## src/rtl/run_ctrl_pkg.sv

```systemverilog
// Shared types and constants for the run_ctrl sequencer and its counters.
package run_ctrl_pkg;

    typedef enum logic [2:0] {
        IDLE      = 3'd0,
        RESET     = 3'd1,
        RUN       = 3'd2,
        STEP_WAIT = 3'd3,
        DONE      = 3'd4
    } state_t;

    localparam int unsigned DEF_CNT_W = 16;

    // Saturation value of a default-width counter.
    localparam logic [DEF_CNT_W-1:0] DEF_CNT_SAT = '1;

endpackage

```

## src/rtl/sat_counter.sv

```systemverilog
// Saturating up-counter with synchronous clear; shared by the cycle and stall counters.
module sat_counter
    import run_ctrl_pkg::*;
#(
    parameter int unsigned W = DEF_CNT_W
) (
    input  logic         clk,
    input  logic         rst,
    input  logic         clr,
    input  logic         inc,
    output logic [W-1:0] count
);

    always_ff @(posedge clk or negedge rst) begin
        if (!rst) begin
            count <= '0;
        end else if (clr) begin
            count <= '0;
        end else if (inc && (count != '1)) begin
            count <= count + W'(1);
        end
    end

endmodule

```

## src/rtl/run_ctrl.sv

```systemverilog
// Run-control sequencer: core reset pulse, enable gating, cycle budget, step/halt modes.
// Optional stall counter output enabled by defining RUN_CTRL_STALL_CNT_EN.
module run_ctrl
    import run_ctrl_pkg::*;
#(
    parameter int unsigned CNT_W      = DEF_CNT_W,
    parameter int unsigned RST_CYCLES = 2
) (
    input  logic             clk,
    input  logic             rst,
    input  logic             start,
    input  logic             step_mode,
    input  logic             step_req,
    input  logic             halt_req,
    input  logic [CNT_W-1:0] budget,
    output logic             core_rst,
    output logic             core_en,
    output logic [CNT_W-1:0] cycles,
    output logic             busy,
    output logic             done,
    output logic             timeout
`ifdef RUN_CTRL_STALL_CNT_EN
    ,
    output logic [CNT_W-1:0] stall_cycles
`endif
);

    localparam int unsigned RCNT_W = (RST_CYCLES > 1) ? $clog2(RST_CYCLES) : 1;

    state_t             state_q, state_d;
    logic               mode_q, mode_d;
    logic [CNT_W-1:0]   budget_q, budget_d;
    logic [RCNT_W-1:0]  rcnt_q, rcnt_d;
    logic               timeout_d;
    logic               en_d;
    logic               clr;
    logic               budget_hit;

    // The enabled cycle that ends at this edge is the last one the budget allows.
    assign budget_hit = core_en && (budget_q != '0) && (cycles == budget_q - CNT_W'(1));

    always_ff @(posedge clk or negedge rst) begin
        if (!rst) begin
            state_q  <= IDLE;
            mode_q   <= 1'b0;
            budget_q <= '0;
            rcnt_q   <= '0;
            core_rst <= 1'b0;
            core_en  <= 1'b0;
            busy     <= 1'b0;
            done     <= 1'b0;
            timeout  <= 1'b0;
        end else begin
            state_q  <= state_d;
            mode_q   <= mode_d;
            budget_q <= budget_d;
            rcnt_q   <= rcnt_d;
            core_rst <= (state_d == RESET);
            core_en  <= en_d;
            busy     <= (state_d == RESET) || (state_d == RUN) || (state_d == STEP_WAIT);
            done     <= (state_d == DONE);
            timeout  <= timeout_d;
        end
    end

    always_comb begin
        state_d   = state_q;
        mode_d    = mode_q;
        budget_d  = budget_q;
        rcnt_d    = rcnt_q;
        timeout_d = timeout;
        en_d      = 1'b0;
        clr       = 1'b0;
        case (state_q)
            IDLE, DONE: begin
                if (start) begin
                    state_d   = RESET;
                    mode_d    = step_mode;
                    budget_d  = budget;
                    rcnt_d    = RCNT_W'(RST_CYCLES - 1);
                    timeout_d = 1'b0;
                    clr       = 1'b1;
                end
            end
            RESET: begin
                if (rcnt_q == '0) begin
                    if (halt_req) begin
                        state_d = DONE;
                    end else if (mode_q) begin
                        state_d = STEP_WAIT;
                    end else begin
                        state_d = RUN;
                        en_d    = 1'b1;
                    end
                end else begin
                    rcnt_d = rcnt_q - RCNT_W'(1);
                end
            end
            RUN, STEP_WAIT: begin
                // Halt outranks the budget, so a coincident hit leaves timeout low.
                if (halt_req) begin
                    state_d = DONE;
                end else if (budget_hit) begin
                    state_d   = DONE;
                    timeout_d = 1'b1;
                end else begin
                    en_d = (state_q == RUN) ? 1'b1 : step_req;
                end
            end
            default: begin
                state_d = IDLE;
            end
        endcase
    end

    sat_counter #(.W(CNT_W)) u_cycles (
        .clk   (clk),
        .rst   (rst),
        .clr   (clr),
        .inc   (core_en),
        .count (cycles)
    );

`ifdef RUN_CTRL_STALL_CNT_EN
    sat_counter #(.W(CNT_W)) u_stall (
        .clk   (clk),
        .rst   (rst),
        .clr   (clr),
        .inc   ((state_q == STEP_WAIT) && !core_en),
        .count (stall_cycles)
    );
`endif

endmodule

```

## config.mk

```make
export PLATFORM = sky130hd
export DESIGN_NAME = run_ctrl
export DESIGN_NICKNAME = d
export VERILOG_FILES = /design/src/rtl/run_ctrl_pkg.sv /design/src/rtl/sat_counter.sv /design/src/rtl/run_ctrl.sv
export SDC_FILE = /design/constraint.sdc
export NUM_CORES = 1
export LEC_CHECK = 0
export ABC_AREA = 1
export BUFFER_PORTS_ARGS = -buffer_cell sky130_fd_sc_hd__clkbuf_2
export CORE_MARGIN = 1
export CORE_UTILIZATION = 50
export CTS_BUF_LIST = sky130_fd_sc_hd__clkbuf_2
export CTS_CLUSTER_SIZE = 24
export DETAILED_ROUTE_END_ITERATION = 10
export GPL_TIMING_DRIVEN = 0
export PLACE_DENSITY = 0.72
export SYNTH_ARGS = -nofsm -noshare
export SYNTH_HDL_FRONTEND = slang
export SYNTH_SLANG_ARGS = --single-unit
```

## constraint.sdc

```tcl
create_clock -name clk -period 3 [get_ports clk]
set_input_delay 0 -clock clk [delete_from_list [all_inputs] [get_ports clk]]
set_output_delay 0 -clock clk [all_outputs]
set_load 0.05 [all_outputs]
```

After elaboration in Yosys (flattened, before gate mapping) --
Index checks and enable logic that the tools add are counted.
Word-level totals: flip-flop bits (word level) 42, input bits 22, output and inout port bits 21, logic and storage cells 66
Operators by class: $add $sub $neg 3, eq/ne operators 13, multiplexer cells 25, reductions and logical operators 15
Operator list (count):
- $mux W16 | 2
- $add A16 B1 Y16 const B | 1
- $eq A16 B16 Y1 | 1
- $ne A16 B16 Y1 const B | 1
- $reduce_bool A16 Y1 | 1
- $sub A16 B1 Y16 const B | 1
- $mux W3 | 5
- $mux W1 | 14
- $eq A3 B2 Y1 const B | 4
- $pmux W3 S3 | 1
- $eq A3 B1 Y1 const B | 2
- $eq A3 B3 Y1 const B | 2
- $ne A2 B2 Y1 const B | 3
- $pmux W1 S2 | 3
- $reduce_bool A2 Y1 | 3
- $reduce_and A2 Y1 | 2
- $reduce_and A4 Y1 | 1
- $reduce_or A2 Y1 | 2
- $logic_and A1 B1 Y1 | 3
- $logic_not A3 Y1 | 1
- $logic_or A1 B1 Y1 | 2
- $sub A1 B1 Y1 const B | 1

Longest topological paths before layout --
Gate-level depths: netlist of run 1.
depth in word-level cells 9, mapped depth 15, depth with buffers taken out 15

Cells and area by module --
From an unflattened synthesis of run 1, not the netlist that was laid out.
Second synthesis, totals: cell total of the unflattened synthesis 454, area, all modules 3025.4 µm²
Modules (own cells, without submodules):
- run_ctrl | times used 1, cells an instance 310, area each 1988.2 µm², seq. area each 650.6 µm²
- sat_counter | times used 1, cells an instance 144, area each 1037.2 µm², seq. area each 400.4 µm²

Worst setup path before layout of run 1 --
Ideal clock, no wire load.
path kind reg2reg, start point register u_cycles.count[0], end point register u_cycles.count[14], setup time 124 ps, data arrival time 1945 ps, required time 2876 ps, setup slack 932 ps, cell stages (with the launch flop) 13, buffers on the path 1, period minus slack after synthesis 2068 ps, cells stage by stage dfrtp_1 -> ha_1 -> nand3_1 -> nor2_1 -> nand4_1 -> nand2_1 -> buf_4 -> nor2_2 -> nand2_1 -> nor2_1 -> nand2_1 -> o21ai_1 -> a21oi_1
On the way: word-level cells in the longest chain between the ends 3, elaborated cells on any way between the ends 6, classes of those cells add/sub: 1; eq/ne: 1; mux: 2; reduce/logical: 2
RTL lines:
- from (decl) | line sat_counter.sv:11 | output logic [W-1:0] count
- from (signal assigned) | line sat_counter.sv:20 | count <= count + W'(1);
- $add A16 B1 Y16 / $ne A16 B16 Y1 (equally long branches) | line sat_counter.sv:20, sat_counter.sv:19
- $mux W16 / $logic_and A1 B1 Y1 (equally long branches) | line sat_counter.sv:19 | end else if (inc && (count != '1)) begin
- $mux W16 / $reduce_bool A2 Y1 (equally long branches)
Several ways; a longest one is shown, not always the timed one. The select of a mux whose other input is x is not followed. A chain may end at the register's enable or synchronous reset.

Worst setup path after layout of run 1 --
start point register budget_q[0], end point register done
On the way: word-level cells in the longest chain between the ends 7, elaborated cells on any way between the ends 9, classes of those cells add/sub: 1; eq/ne: 2; mux: 3; reduce/logical: 3
RTL lines:
- from (decl) | line run_ctrl.sv:32 | logic [CNT_W-1:0] budget_q, budget_d;
- from (signal assigned) | line run_ctrl.sv:56 | budget_q <= budget_d;
- $sub A16 B1 Y16 / $reduce_bool A16 Y1 (equally long branches) | line run_ctrl.sv:40 | assign budget_hit = core_en && (budget_q != '0) && (cycles == budget_q - CNT_W'(1));
- $eq A16 B16 Y1 / $logic_and A1 B1 Y1 (equally long branches) | line run_ctrl.sv:40
- $logic_and A1 B1 Y1 (*) | line run_ctrl.sv:40
- $mux W3 (*) | line run_ctrl.sv:103 | end else if (budget_hit) begin
- $mux W3 (*) | line run_ctrl.sv:101 | if (halt_req) begin
- $pmux W3 S3 (*) | line run_ctrl.sv:74 | case (state_q)
- $eq A3 B3 Y1 (*) | line run_ctrl.sv:61 | done <= (state_d == DONE);
- to (signal assigned) | line run_ctrl.sv:61
- to (decl) | line run_ctrl.sv:20 | output logic done,
Mark *: on every way between the ends. The rest lies on a longest branch, timed or not.

==> results.md, run 1 <==
* 0.493 — switching share of power
* 430 ps — Clk Latency, worst-skew pair
* 7.00 um^2 — post-synthesis area per instance
* 0 ps — total negative slack for setup checks
* 22 — CTS hold repair buffers
* register — CP startpoint kind
* 2401 — vias in the first global route
* 5110 um^2 — area of the core
* 0 — number of synthesized flops with an enable pin
* simple AND/OR/NAND/NOR gates — kind of cell adding the most delay to the critical path
* register to register — classification of the worst setup path
* 0.366 — sequential share of power
* dlygate4sd3_1 — cell type of the slowest stage on the worst timing path
* 22.1% — relative area change from synthesis to final layout
* 0 — number of warnings issued by yosys
* 491 — number of fill cells
* 288 um — met3 wirelength from detailed routing
* 0.498 — proportion of power drawn by combinational gates
* 0 — number of gates resized after cts
* register — CP Capture Type
* 42 — total clock sinks
* 0.855 — Period Utilization, post-route
* 1050 um^2 — sequential cell area
* 16.6 ps — Clock Skews
* 1310 uW — internal power component
* 540 ps — highest cell delay on the worst timing path
* 2 — count of buffer and inverter cells on the critical path
* 74.9 um — die width
* 2 — H-tree lvl count
* 74.9 um — y dimension of the die
* 0 — # setup viols final
* 11.1 mm — global-route wire length before repair
* 5 — number of buffers inserted during clock tree synthesis
* 1270 uW — Switching Power
* dfrtp_1 — prevailing post-synth register cell
* 0.396 — register area share after synthesis
* 2668 — via count
* 5600 um^2 — total die area
* inv_1 -> ha_1 -> nand2_1 -> nor2_4 -> nand2_1 -> nand2_1 -> nand2_1 -> nor2_1 -> nand3_1 -> nor2_2 -> nand2_1 -> nand2_1 -> o21ai_1 -> nand2_1 -> dlygate4sd3_1 — CP Cell Sequence
* 2650 um^2 — Cell Area, Synth
* 0 — sum of overflow across all layers after global routing
* 117 — 1st-iter DRT viols
* input port to asynchronous set/reset pin — min-delay worst type
* 0 — drt drc
* 42 — total of flip-flops plus latches after synthesis
* 3.23 mm — met2 wire length
* budget_q: 16 flops, u_cycles.count: 16 flops, state_q: 3 flops — largest registers in the final layout
* 5.12 — vias per inst
* 0 — antenna fix cells
* nand2_1 — cell occurring most often along the worst timing path
* clkbuf_2 — root buffer cell
* 0 — number of max-cap violations
* 0 — final hold violation count
* 896 ps — Setup Slack @ Placement
* 0.00167 uW — leakage power of the design
* 33 — library cells used by synthesis
* 4 — detailed-routing iteration count for the pre-antenna-repair pass
* 230 ps — register clock-pin slew on the reported worst setup and hold paths
* 0.264 — GRT Overall Usage
* 1.00 — async set-or-reset flop fraction in the synthesized netlist
* 567 uV — IR Drop Worst-Case VDD
* 2 — Bufs on Longest Clock Path
* 0.912 — final weighted congestion of routability-driven global placement
* 6.74 mm — wire length reported by the detailed router
* 475 — net count reported at finish
* 43 — largest net degree at the start of global routing
* 0 — setup repair bufs after CTS
* dfrtp_1 — cell type with the highest aggregate area in the netlist
* 0.396 — fraction of synthesized cell area taken by the top area cell type
* 12.9 um — per-cell routed wire length
* 0.520 — Initial Utilization
* 0.315 — relative slew slack
* 0 — initial antenna violation count
* 379 — cell count after synthesis
* 2960 ps — data arrival time of the critical path
* 795 nW/um^2 — power per unit of standard cell area
* 1390 um^2 — area of the multi-input gates
* 3.10 mm — routed metal-1 wire length
* 3390 ps — required time at the endpoint of the critical path
* 4.85 mm — hpwl dp
* false — setup repair after global routing missed its margin
* 42 — count of buffers from port buffering
* 404 — net count of the mapped netlist
* 0.390 GHz — maximum achievable frequency
* done — TritonCTS clock tree
* 435 ps — minimum setup slack in the final design
* 0.136 — clock share of power
* 43 — count of pins on the block boundary
* dfrtp_1, nand2_1, nor2_1 — most area-consuming cells after synthesis
* 0 — number of nets with antenna violations after detailed routing
* 1030 ps — slew of the pin with the lowest slew margin
* 2570 ps — minimum period implied by the final worst setup slack
* 26 — Std-Cell Rows
* finished, final reports clean — outcome
* met4 — Top Layer Used
* 0.155 — proportion of layout cells with a drive suffix above 1
* 0 — Final Max Tran Viols
* 4 — largest fanout on the critical path
## power by group through the flow
stage	Clock (uW)	Sequential [uW]	Combinational (uW)
after CTS	354	940	1280
after global routing	377	966	1450
after global placement	0	954	1200
after floorplan	0	1020	866
after detailed placement	0	951	1240
final	349	944	1280
## final timing paths
check / from / endpoint / slack (ps) / cells after the start
worst min register to register: mode_q$_DFFE_PN0P_ / core_en$_DFF_PN0_ / 530 / 1
min in group clk: budget[15] / budget_q[15]$_DFFE_PN0P_ / 280 / 4
worst max-delay path: budget_q[0]$_DFFE_PN0P_ / done$_DFF_PN0_ / 430 / 15
worst max register to register: budget_q[0]$_DFFE_PN0P_ / done$_DFF_PN0_ / 430 / 15
worst min-delay path: rst / budget_q[13]$_DFFE_PN0P_ / 250 / 2
max in group asynchronous: rst / budget_q[14]$_DFFE_PN0P_ / 2130 / 2
## through the flow
step	std cells	util	hold slack, ps	power (uW)	area, um^2
floorplan	379	-	-296	1890	2650
global placement	491	0.578	194	2160	2950
detailed placement	491	0.578	199	2190	2950
CTS	521	0.634	269	2580	3240
global route	521	0.634	269	2790	3240
finish	521	0.634	247	2580	3240
## area by class of cell
class | instances | share of cell area
clock inverters | 3 | 0.0135
clock buffers | 5 | 0.00772
well taps | 70 | 0.0270
plain buffers | 8 | 0.0112
repair buffers | 64 | 0.133
multi-input cells | 282 | 0.429
inverters | 47 | 0.0544
flip-flops and latches | 42 | 0.324
## routing by layer
metal  up-vias  global-route usage
met1      1249               0.350
li1       1342                   -
met3        13              0.0562
met5         -                   0
met2        64               0.432
met4         0              0.0860
## layout by cell type (no fill, tap or decap), types with 2 or more instances in the layout
master and n:
a211oi_1 2, o21ai_0 16, clkbuf_1 5, xnor2_1 7
dfrtp_1 42, nand4_1 6, ha_1 3, nor3_1 11
a21oi_1 6, nand3b_1 7, nand2_2 3, inv_1 45
a21o_1 2, o21ai_1 2, xor2_1 7, clkbuf_2 48
nor2_2 5, nor2_1 46, inv_2 2, nand3_1 18
nor2_4 3, o31ai_1 4, dlygate4sd3_1 22, nand2_1 126
## cell families after synthesis
| kind of cell | count (synthesis) | synth area share |
|---|---|---|
| buffers and inverters | 55 | 0.0801 |
| xor gates and xnor gates | 14 | 0.0462 |
| adders and majority gates | 3 | 0.0141 |
| and+or+nand+nor | 230 | 0.387 |
| DFF | 42 | 0.396 |
| AOI/OAI and AO/OA | 35 | 0.0769 |
## cells in the mapped netlist, types with 2 or more instances
cell type / number
nand4_1: 6
a21oi_1: 6
nand3b_1: 7
nand3_1: 18
o31ai_1: 4
ha_1: 3
a211oi_1: 2
nand2_2: 3
o21ai_1: 2
xnor2_1: 7
inv_2: 2
nor3_1: 11
a21o_1: 2
xor2_1: 7
clkbuf_1: 5
inv_1: 45
dfrtp_1: 42
nor2_4: 3
nor2_2: 5
nand2_1: 126
nor2_1: 46
o21ai_0: 16
Power figures use the tool's default switching activity.
==> run 2: changes to the inputs <==
Settings changed: CELL_PAD_IN_SITES_DETAIL_PLACEMENT set to 1, CELL_PAD_IN_SITES_GLOBAL_PLACEMENT set to 2, CORE_UTILIZATION 50 to 35, PLACE_DENSITY 0.72 to not set, PLACE_DENSITY_LB_ADDON set to 0.1, SETUP_SLACK_MARGIN set to 0.5.
==> run 2 against run 1 <==
  * Sequential power rose by 1%
  * Wire length rose by 19%
  * Clock skew rose by 2.7 ps
  * Critical path type unchanged
  * Power fell by 2.7%
==> results.md, run 2 (synthesis gave the netlist of run 1 again) <==
* nand2_1 — cell occurring most often along the worst timing path
* 470 ps — highest cell delay on the worst timing path, -70 ps
* 4 — detailed-routing iteration count for the pre-antenna-repair pass, unchanged
* register — CP startpoint kind
* clkbuf_2 — root buffer cell
* budget_q: 16 flops, u_cycles.count: 16 flops, state_q: 3 flops — largest registers in the final layout
* 31 — Std-Cell Rows, +19%
* input port to asynchronous set/reset pin — min-delay worst type
* 7290 um^2 — area of the core, +43%
* done — TritonCTS clock tree
* 14.5 um — per-cell routed wire length, +12%
* 0 — initial antenna violation count, unchanged
* 13.1 mm — global-route wire length before repair, +18%
* 42 — total clock sinks, unchanged
* 2624 — vias in the first global route, +9.3%
* 0.465 GHz — maximum achievable frequency, +19%
* 0 — # setup viols final, unchanged
* 3240 um^2 — final std cell area, no fill, -0.12%
* 775 nW/um^2 — power per unit of standard cell area, -2.6%
* 89.1 um — y dimension of the die, +19%
* 0 — drt drc, unchanged
* budget_q[0]$_DFFE_PN0P_ — R2R Path Start
* 5 — number of buffers inserted during clock tree synthesis, unchanged
* 2150 ps — minimum period implied by the final worst setup slack, -415 ps
* 89.1 um — die width, +19%
* 0.444 — final cell utilization of the core, -0.191
* 0 — number of nets with antenna violations after detailed routing, unchanged
* 43 — count of pins on the block boundary, unchanged
* inv_1 -> ha_1 -> nand2_1 -> nor2_4 -> nand2_1 -> nand2_1 -> nand2_1 -> nor2_1 -> nand3_1 -> nor2_2 -> nand2_1 -> nand2_1 -> nor2_1 -> nor2_2 -> nand2_1 — CP Cell Sequence
* register — CP Capture Type
* 850 ps — minimum setup slack in the final design, +415 ps
* 2640 — via count, -1.0%
* register to register — classification of the worst setup path
* 1130 ps — slew of the pin with the lowest slew margin, +106 ps
* nand2_1, clkbuf_2, nor2_1 — commonest non-fill, non-tap cells in the layout
* 2510 ps — data arrival time of the critical path, -450 ps
* 2 — Bufs on Longest Clock Path, unchanged
* 6.16 mm — hpwl dp, +27%
* 0.245 — relative slew slack, -0.0704
* 1390 um^2 — area of the multi-input gates, unchanged
* 240 ps — register clock-pin slew on the reported worst setup and hold paths, about the same
* 56 — 1st-iter DRT viols, -52%
* 474 — net count reported at finish, -0.21%
* 0.00165 uW — leakage power of the design, -1.2%
* 3360 ps — required time at the endpoint of the critical path, -30 ps
* 2 — H-tree lvl count, unchanged
* 0 ps — total negative slack for setup checks, unchanged
* 4.81 — vias per inst, -6.1%
* 290 ps — final-layout worst hold slack, +43.5 ps
* nand2_1 — most frequent standard cell in the layout excluding fill and tap cells
* 0.153 — proportion of layout cells with a drive suffix above 1, -0.00188
* 829 ps — Setup Slack @ Placement, -67.0 ps
* 430 ps — Clk Latency, worst-skew pair, about the same
* 0 — sum of overflow across all layers after global routing, unchanged
* 0 — antenna fix cells, unchanged
* 1050 um^2 — sequential cell area, unchanged
* finished, final reports clean — outcome
* 42 — count of buffers from port buffering, unchanged
* 22.0% — relative area change from synthesis to final layout
* 4 — largest fanout on the critical path, unchanged
* 0 — final hold violation count, unchanged
* 0.855 — final weighted congestion of routability-driven global placement, -6.3%
* 7930 um^2 — total die area, +42%
* false — setup repair after global routing missed its margin
* budget_q[0]$_DFFE_PN0P_ — crit path launch
* 981 — number of fill cells, +100%
* 2990 um^2 — Cell Area, Placed, +1.2%
* 0 — Final Max Tran Viols, unchanged
* 43 — largest net degree at the start of global routing, unchanged
* 0 — number of max-cap violations, unchanged
* dfrtp_1 — cell type of the slowest stage on the worst timing path
* 0.364 — Initial Utilization, -0.156
* 19.3 ps — Clock Skews, +2.74 ps
* 0 — setup repair bufs after CTS, unchanged
* 7.98 mm — wire length reported by the detailed router, +19%
* 0.219 — GRT Overall Usage, -0.0449
* 0.717 — Period Utilization, post-route, -0.138
* 295 uV — IR Drop Worst-Case VDD, -48%
* 15 — R2R cell count, unchanged
[run 2: changes by cell type in the layout (fill, tap and decap cells not counted), sizes merged]
cell,delta
bufinv,-1
dlygate4sd3,-1
clkinv,+1
inv,-1
clkbuf,+1
[run 2: path summary, 6_finish.rpt]
check,end,slack (ps)
max in group asynchronous,budget_q[8]$_DFFE_PN0P_,2020
min reg2reg,timeout$_DFFE_PN0P_,540
min,budget_q[6]$_DFFE_PN0P_,290
max reg2reg,busy$_DFF_PN0_,850
min in group clk,budget_q[10]$_DFFE_PN0P_,300
max,busy$_DFF_PN0_,850
[run 2: cell type report]
| type | instances | area share |
|---|---|---|
| multi-input cells | 282 | 0.429 |
| flip-flops and latches | 42 | 0.325 |
| repair buffers | 63 | 0.130 |
| inverters | 47 | 0.0545 |
| well taps | 99 | 0.0383 |
| plain buffers | 8 | 0.0112 |
| clock buffers | 6 | 0.00928 |
| clock inverters | 2 | 0.00271 |
[run 2: power breakdown]
group	switching [uW]	internal (uW)	leakage, uW
Combinational	871	423	0.00107
Clock	203	57.3	0.0000304
Sequential	219	734	0.000547
Total	1290	1210	0.00165
[run 2: what timing repair did]
action                                 4_1_cts  5_1_grt
endpoints found under the hold margin       65        0
hold buffers                                21        0
gates resized for setup                      0        0
[run 2: through the flow]
stage / total power [uW] / instances
after floorplan: 1890 / 379
after global placement: 2220 / 520
after detailed placement: 2260 / 520
after CTS: 2550 / 549
after global routing: 2730 / 549
final: 2510 / 549
[run 2: per-layer routing]
metal / up-vias / global-route usage / wire length, um
met1: 1278 / 0.296 / 3860
li1: 1332 / - / -
met5: - / 0 / 0
met4: 0 / 0.0548 / 60
met3: 5 / 0.0259 / 135
met2: 25 / 0.376 / 3930
[run 2: worst max-delay path: cells and delay by family, from the launching register on]
| kind | cells | cell delay, ps |
|---|---|---|
| DFF | 1 | 470 |
| buffers and inverters | 1 | 170 |
| adders and majority gates | 1 | 250 |
| and+or+nand+nor | 13 | 1210 |
